## src/rtl/axi_apb_pkg.sv

```systemverilog
// Shared types and constants for the AXI-to-APB read and write bridges.
package axi_apb_pkg;

  typedef enum logic [1:0] {
    RD_IDLE   = 2'd0,
    RD_SETUP  = 2'd1,
    RD_ACCESS = 2'd2,
    RD_RESP   = 2'd3
  } rd_state_t;

  localparam logic [1:0] RESP_OKAY   = 2'b00;
  localparam logic [1:0] RESP_SLVERR = 2'b10;

  localparam int unsigned DEFAULT_BURST_LEN = 4;
  localparam int unsigned DEFAULT_ADDR_STEP = 4;

endpackage

```

## src/rtl/axi_to_apb_read_bridge.sv

```systemverilog
// AXI read-address/read-data to APB read bridge: each accepted AR issues
// BURST_LEN sequential APB reads, returning one R beat per APB transfer.
module axi_to_apb_read_bridge
  import axi_apb_pkg::*;
#(
  parameter int unsigned BURST_LEN = DEFAULT_BURST_LEN,
  parameter int unsigned ADDR_STEP = DEFAULT_ADDR_STEP
) (
  input  logic        clk,
  input  logic        rst,
  input  logic [31:0] araddr,
  input  logic        arvalid,
  output logic        arready,
  output logic [31:0] rdata,
  output logic [1:0]  rresp,
  output logic        rlast,
  output logic        rvalid,
  input  logic        rready,
  output logic        PSEL,
  output logic        PENABLE,
  output logic        PWRITE,
  output logic [31:0] PADDR,
  input  logic [31:0] PRDATA,
  input  logic        PREADY,
  input  logic        PSLVERR
);

  // Beat counter covers the legal burst range 1..16.
  localparam int unsigned CNT_W = 4;

  rd_state_t          state_q, state_d;
  logic [31:0]        addr_q, addr_d;
  logic [CNT_W-1:0]   beat_q, beat_d;
  logic [31:0]        rdata_q, rdata_d;
  logic [1:0]         rresp_q, rresp_d;
  logic               rlast_q, rlast_d;
  logic               arready_q, arready_d;

  // State register.
  always_ff @(posedge clk) begin
    if (rst) begin
      state_q <= RD_IDLE;
    end else begin
      state_q <= state_d;
    end
  end

  // Next-state logic.
  always_comb begin
    state_d = state_q;
    unique case (state_q)
      RD_IDLE:   if (arvalid && arready_q) state_d = RD_SETUP;
      RD_SETUP:  state_d = RD_ACCESS;
      RD_ACCESS: if (PREADY) state_d = RD_RESP;
      RD_RESP:   if (rready) state_d = rlast_q ? RD_IDLE : RD_SETUP;
      default:   state_d = RD_IDLE;
    endcase
  end

  // Output decode from state only; PWRITE is never driven high.
  always_comb begin
    PSEL    = 1'b0;
    PENABLE = 1'b0;
    PWRITE  = 1'b0;
    rvalid  = 1'b0;
    unique case (state_q)
      RD_SETUP:  PSEL = 1'b1;
      RD_ACCESS: begin
        PSEL    = 1'b1;
        PENABLE = 1'b1;
      end
      RD_RESP:   rvalid = 1'b1;
      default:   ;
    endcase
  end

  // Datapath next values: address/beat tracking and R-beat capture.
  always_comb begin
    addr_d  = addr_q;
    beat_d  = beat_q;
    rdata_d = rdata_q;
    rresp_d = rresp_q;
    rlast_d = rlast_q;
    unique case (state_q)
      RD_IDLE: begin
        if (arvalid && arready_q) begin
          addr_d = araddr;
          beat_d = '0;
        end
      end
      RD_ACCESS: begin
        if (PREADY) begin
          rdata_d = PRDATA;
          rresp_d = PSLVERR ? RESP_SLVERR : RESP_OKAY;
          rlast_d = (beat_q == CNT_W'(BURST_LEN - 1));
        end
      end
      RD_RESP: begin
        if (rready && !rlast_q) begin
          addr_d = addr_q + 32'(ADDR_STEP);
          beat_d = beat_q + CNT_W'(1);
        end
      end
      default: ;
    endcase
    // Registered so arready stays low while reset is held.
    arready_d = (state_d == RD_IDLE);
  end

  // Datapath registers.
  always_ff @(posedge clk) begin
    if (rst) begin
      addr_q    <= '0;
      beat_q    <= '0;
      rdata_q   <= '0;
      rresp_q   <= RESP_OKAY;
      rlast_q   <= 1'b0;
      arready_q <= 1'b0;
    end else begin
      addr_q    <= addr_d;
      beat_q    <= beat_d;
      rdata_q   <= rdata_d;
      rresp_q   <= rresp_d;
      rlast_q   <= rlast_d;
      arready_q <= arready_d;
    end
  end

  assign arready = arready_q;
  assign PADDR   = addr_q;
  assign rdata   = rdata_q;
  assign rresp   = rresp_q;
  assign rlast   = rlast_q;

endmodule
```

## config.mk

```make
export PLATFORM = sky130hd
export DESIGN_NAME = axi_to_apb_read_bridge
export DESIGN_NICKNAME = d
export VERILOG_FILES = /design/src/rtl/axi_apb_pkg.sv /design/src/rtl/axi_to_apb_read_bridge.sv
export SDC_FILE = /design/constraint.sdc
export NUM_CORES = 1
export LEC_CHECK = 0
export ABC_AREA = 1
export CAP_MARGIN = 20
export CORE_MARGIN = 1.5
export CORE_UTILIZATION = 45
export CTS_CLUSTER_SIZE = 12
export DETAILED_ROUTE_END_ITERATION = 7
export PLACE_DENSITY = 0.81
export RECOVER_POWER = 25
export SYNTH_ARGS = -nofsm -noshare
export SYNTH_HDL_FRONTEND = slang
export SYNTH_SLANG_ARGS = --single-unit
```

## constraint.sdc

```tcl
create_clock -name clk -period 1.7 [get_ports clk]
set_input_delay 0.34 -clock clk [delete_from_list [all_inputs] [get_ports clk]]
set_output_delay 0.34 -clock clk [all_outputs]
set_load 0.03 [all_outputs]
```

== Yosys cells after proc, flatten, opt, wreduce, memory -nomap -nowiden ==
Cells that the tools add are included.
Operators by class
  equality and inequality tests: 6
  reductions and logical operators: 9
  add/sub/neg operators: 2
  mux-type cells: 15
Operators by type and width (count)
  $mux 32: 2
  $pmux 32 s2: 1
  $add 32x3->32 const B: 1
  $mux 2: 4
  $mux 4: 2
  $pmux 2 s4: 1
  $pmux 4 s2: 1
  $add 4x1->4 const B: 1
  $eq 2x2->1 const B: 2
  $eq 4x2->1 const B: 1
  $logic_not 2->1: 2
  $mux 1: 4
  $ne 2x2->1 const B: 2
  $reduce_and 3->1: 1
  $eq 2x1->1 const B: 1
  $logic_and 1x1->1: 2
  $reduce_and 2->1: 1
  $reduce_bool 2->1: 1
  $reduce_or 2->1: 1
  $logic_not 1->1: 1
Word-level totals
  output and inout bits: 72
  word-level logic and storage cells: 39
  input bits: 70
  register bits after elaboration: 74

== Logic depth before layout (Yosys ltp) ==
  word-level depth: 4
  depth in mapped cells: 12
  depth with buffers taken out: 11

== Worst setup path before layout ==
OpenSTA, ideal clock, no wires.
  path kind: register to register
  start point: register state_q[1]
  end point: register addr_q[15] (netlist: PADDR[15])
  required time: 1.590 ns
  cell stages (with the launch flop): 10
  setup slack: 0.022 ns
  data arrival time: 1.568 ns
  cell sequence: dfxtp_1 > ha_1 > nor2_1 > nor2_4 > buf_2 > nand2_1 > nand3_1 > nand3_1 > nand2_1 > inv_1
Between the ends
  word-level cells in the longest chain between the ends: 3
  elaborated cells between the ends (all ways): 7
  those cells by class: 3 x eq/ne; 1 x mux; 3 x reduce/logical
Ends and longest elaborated chain
  start, declared: RTL line axi_to_apb_read_bridge.sv:31  | rd_state_t state_q, state_d;
  start signal, assigned: RTL line axi_to_apb_read_bridge.sv:44  | state_q <= state_d;
  $eq 2x2->1 or $logic_not 2->1 (tied branches): RTL line axi_to_apb_read_bridge.sv:84  | unique case (state_q)
  $ne 2x2->1 (no source line) or $reduce_bool 2->1 (tied branches)
  $reduce_and 3->1 (no source line)
  end signal, assigned: RTL line axi_to_apb_read_bridge.sv:120  | addr_q <= addr_d;
  end, declared: RTL line axi_to_apb_read_bridge.sv:32  | logic [31:0] addr_q, addr_d;
Several ways; a longest one is shown, not always the timed one.
A chain may end at the register's enable or synchronous reset.

== Final worst setup path ==
  start point: register state_q[0]
  end point: register beat_q[0]
Between the ends
  word-level cells in the longest chain between the ends: 3
  elaborated cells between the ends (all ways): 7
  those cells by class: 3 x eq/ne; 1 x mux; 3 x reduce/logical
Ends and longest elaborated chain
  $eq 2x2->1 or $logic_not 2->1 (tied branches): RTL line axi_to_apb_read_bridge.sv:84
  $ne 2x2->1 (no source line) or $reduce_bool 2->1 (tied branches)
  $reduce_and 3->1 (no source line)
  end signal, assigned: RTL line axi_to_apb_read_bridge.sv:121  | beat_q <= beat_d;
  end, declared: RTL line axi_to_apb_read_bridge.sv:33  | logic [CNT_W-1:0] beat_q, beat_d;
Several ways; a longest one is shown, not always the timed one.

==> flow_summary.yaml <==
worst_setup_path:
  r2r_cells: 6
  cp-endpoint: "beat_q[0]$_SDFFE_PP0P_"
  worstPathMaxFanout: 5
  r2r-start: "state_q[0]$_SDFF_PP0_"
  r2r_setup_slack_ns: 0.03
  cp-start-kind: "register"
  crit_chain: "ha_2 -> buf_4 -> inv_2 -> nor3_1 -> a21oi_1 -> a211oi_1"
  worstReg2RegEnd: "beat_q[0]$_SDFFE_PP0P_"
  cp.required_ns: 1.98
  endpoint_kind: "register"
  critPathLaunch: "state_q[0]$_SDFF_PP0_"
  slowest_stage: "nor3_1"
  slowest_delay_ns: 0.41
  cp.arrival_ns: 1.95
  worstSetupPathType: "register to register"
sta:
  layout_min_cycle_time_ns: 1.667
  drv_slew: 0
  fmax_mhz: 599.9
  period_share_pct: 98.05
  final-hold-violation-count: 0
  rsz0062_at_grt: "yes"
  fin_tns_setup_ns: 0
  whs_ns: 0.4655
  skew_ns: 0.01229
  setup_viol: 0
floorplan:
  coreArea_sq_um: 8341
  num_rows: 33
  die_area_sq_um: 9308
  start_util_pct: 47.15
  io_pins: 142
  die_x_microns: 96.48
  chipHeight_microns: 96.48
drt:
  drtIter0Drc: 219
  route.vias.total: 4448
  drc: 0
  firstDrtPassIters: 5
  drt-total-wl_microns: 12190
  routedWlPerCell_microns: 14.08
  detail-route-antenna-nets: 0
  viasPerCell: 5.136
power_and_ir_drop:
  powerDensity_nw_per_um2: 1428
  switching_share_pct: 46.29
  p_leak_nw: 2.436
  intPower_mw: 4.411
  power_frac_clock_pct: 16.9
  combPwrFrac_pct: 51.2
  switchingPower_mw: 3.802
  ir_drop_mv: 0.9048
  seq_power_share_pct: 31.8
synthesis:
  yosys.area_share.adder_pct: 1.909
  synth_xor_area_share_pct: 0.4454
  seq_area_frac_synth_pct: 37.16
  ys_types: 31
  syn_avg_cell_area_sq_um: 6.479
  synthMuxAreaShare_pct: 0
  synthCells: 607
  yosys.area_share.simple_pct: 41.30
  synth_top_family_by_area: "simple AND/OR/NAND/NOR gates"
  ys_warn_count: 0
  ys_seq_elements: 73
  synth_compound_area_share_pct: 11.20
  synth_area_sq_um: 3933
cts:
  clockRootBuffer: "clkbuf_8"
  cts_tree: "built"
  cts_buffer_depth: 2
  clk_pin_slew_ns: 0.09
  h-tree-depth: 3
  cts_sinks: 73
  clkLatencyLatePin_ns: 0.36
  cts_made_buffers: 9
  postCtsHoldBufs: 0
final_layout:
  seqCellArea_sq_um: 1465
  fillerInstances: 708
  multi_input_area_sq_um: 2201
  nets: 832
  mostFrequentLayoutCell: "nand2_1"
  syn2layout_area_growth_pct: 46.23
  layout-drive-gt1-share_pct: 11.70
  final_cell_mix: "144 x nand2_1, 140 x nor2_1, 70 x dfxtp_1"
  fin_util_pct: 68.95
  num_antenna_cells: 0
global_routing:
  grt_pass1_vias: 4196
  gr-total-overflow: 0
  grt_first_pass_wirelength_microns: 19220
  antenna_found_initial: 0
  grt_max_degree: 43
  grt.total_usage_pct: 26.47
place:
  portBuffers: 139
  place.gp.congestion: 0.9614
  hpwl_microns: 8809
hold_path:
  hold_class: "register to register"
run_status:
  outcome: "finished clean"
run:
  maxCapViolCount: 0
==> registers in the layout, indices dropped and copies added, names as in the netlist <==
| register | flops |
|---|---|
| state_q | 2 |
| rdata | 32 |
| arready | 1 |
| beat_q | 4 |
| rresp | 1 |
| PADDR | 32 |
| rlast | 1 |
==> per-stage QoR <==
step | setup slack [ns] | instances | total power [mW] | area [sq um]
global route | -0.03854 | 866 | 8.694 | 5751
CTS | 0.01492 | 861 | 7.835 | 5625
floorplan | 0.02222 | 608 | 5.070 | 3936
finish | 0.03308 | 866 | 8.214 | 5751
detailed placement | -0.1825 | 845 | 6.743 | 5512
global placement | -0.1267 | 845 | 6.621 | 5512
==> power groups by stage <==
stage / logic (mW) / registers (mW) / clock network (mW)
6_report: 4.21 / 2.61 / 1.39
5_1_grt: 4.55 / 2.67 / 1.47
4_1_cts: 3.84 / 2.59 / 1.40
3_5_place_dp: 4.10 / 2.64 / 0
3_3_place_gp: 3.99 / 2.63 / 0
2_1_floorplan: 1.73 / 3.34 / 0
==> cells in the mapped netlist, drive strengths merged <==
| cell | number | area [sq um] |
|---|---|---|
| clkbuf | 14 | 62.56 |
| buf | 13 | 90.09 |
| and2 | 2 | 12.51 |
| o21ai | 46 | 234.0 |
| nand3b | 2 | 15.01 |
| a31oi | 11 | 68.82 |
| nand2 | 154 | 615.6 |
| xnor2 | 2 | 17.52 |
| a21oi | 23 | 130.1 |
| dfxtp | 73 | 1461 |
| nor3 | 6 | 30.03 |
| nor2 | 155 | 664.4 |
| inv | 41 | 153.9 |
| clkinv | 1 | 3.750 |
| ha | 6 | 75.07 |
| conb | 1 | 3.750 |
| nand4 | 4 | 25.02 |
| nand3 | 51 | 255.2 |
| a211oi | 1 | 7.510 |
| or2 | 1 | 6.260 |
==> worst min path at each step <==
stage,startpoint,endpoint,depth (start not counted)
2_1_floorplan,beat_q[1]$_SDFFE_PP0P_,beat_q[1]$_SDFFE_PP0P_,2
3_3_place_gp,PADDR[1]$_SDFFE_PP0P_,PADDR[1]$_SDFFE_PP0P_,2
4_1_cts,PADDR[1]$_SDFFE_PP0P_,PADDR[1]$_SDFFE_PP0P_,2
6_report,PADDR[1]$_SDFFE_PP0P_,PADDR[1]$_SDFFE_PP0P_,2
3_5_place_dp,PADDR[1]$_SDFFE_PP0P_,PADDR[1]$_SDFFE_PP0P_,2
5_1_grt,PADDR[0]$_SDFFE_PP0P_,PADDR[0]$_SDFFE_PP0P_,2
==> critical path: cells and delay by family, from the launching register on <==
kind,cells,cell delay (ns)
fa+ha+maj,1,0.25
buf+inv,2,0.25
simple gates,1,0.41
flops,1,0.36
compound gates,2,0.30
==> cell families (layout without fill, tap and decap cells) <==
family                   after synthesis  count (layout)
XOR/XNOR                               2               2
other                                  1               2
buffers and inverters                 69             222
AO/OA/AOI/OAI                         81              81
adder cells (fa/ha/maj)                6               6
flip-flops                            73              73
AND/OR/NAND/NOR                      375             375
==> layer usage <==
layer	wire, microns	global-route usage (%)	part of all wire (%)
met1	4952	31.32	41
met2	5891	46.04	48
met3	1122	7.355	9.2
met4	224	8.575	1.8
met5	0	0	0
==> cell type report <==
cell class                      count  share of cell area, %
Sequential cell                    73                  25.48
Multi-Input combinational cell    466                  38.27
Clock inverter                      7                  1.262
Inverter                           42                  2.785
Timing Repair Buffer              164                  27.76
Tap cell                          105                  2.285
Clock buffer                        9                  2.154
==> what timing repair did <==
action                                  in CTS  in global routing
cloned                                       0                  2
endpoints found under the setup margin      69                 31
pin swaps                                    0                  5
gates resized for setup                     68                 20
buffers inserted                             0                  3
Note: power is estimated with default switching activity, not from simulation.
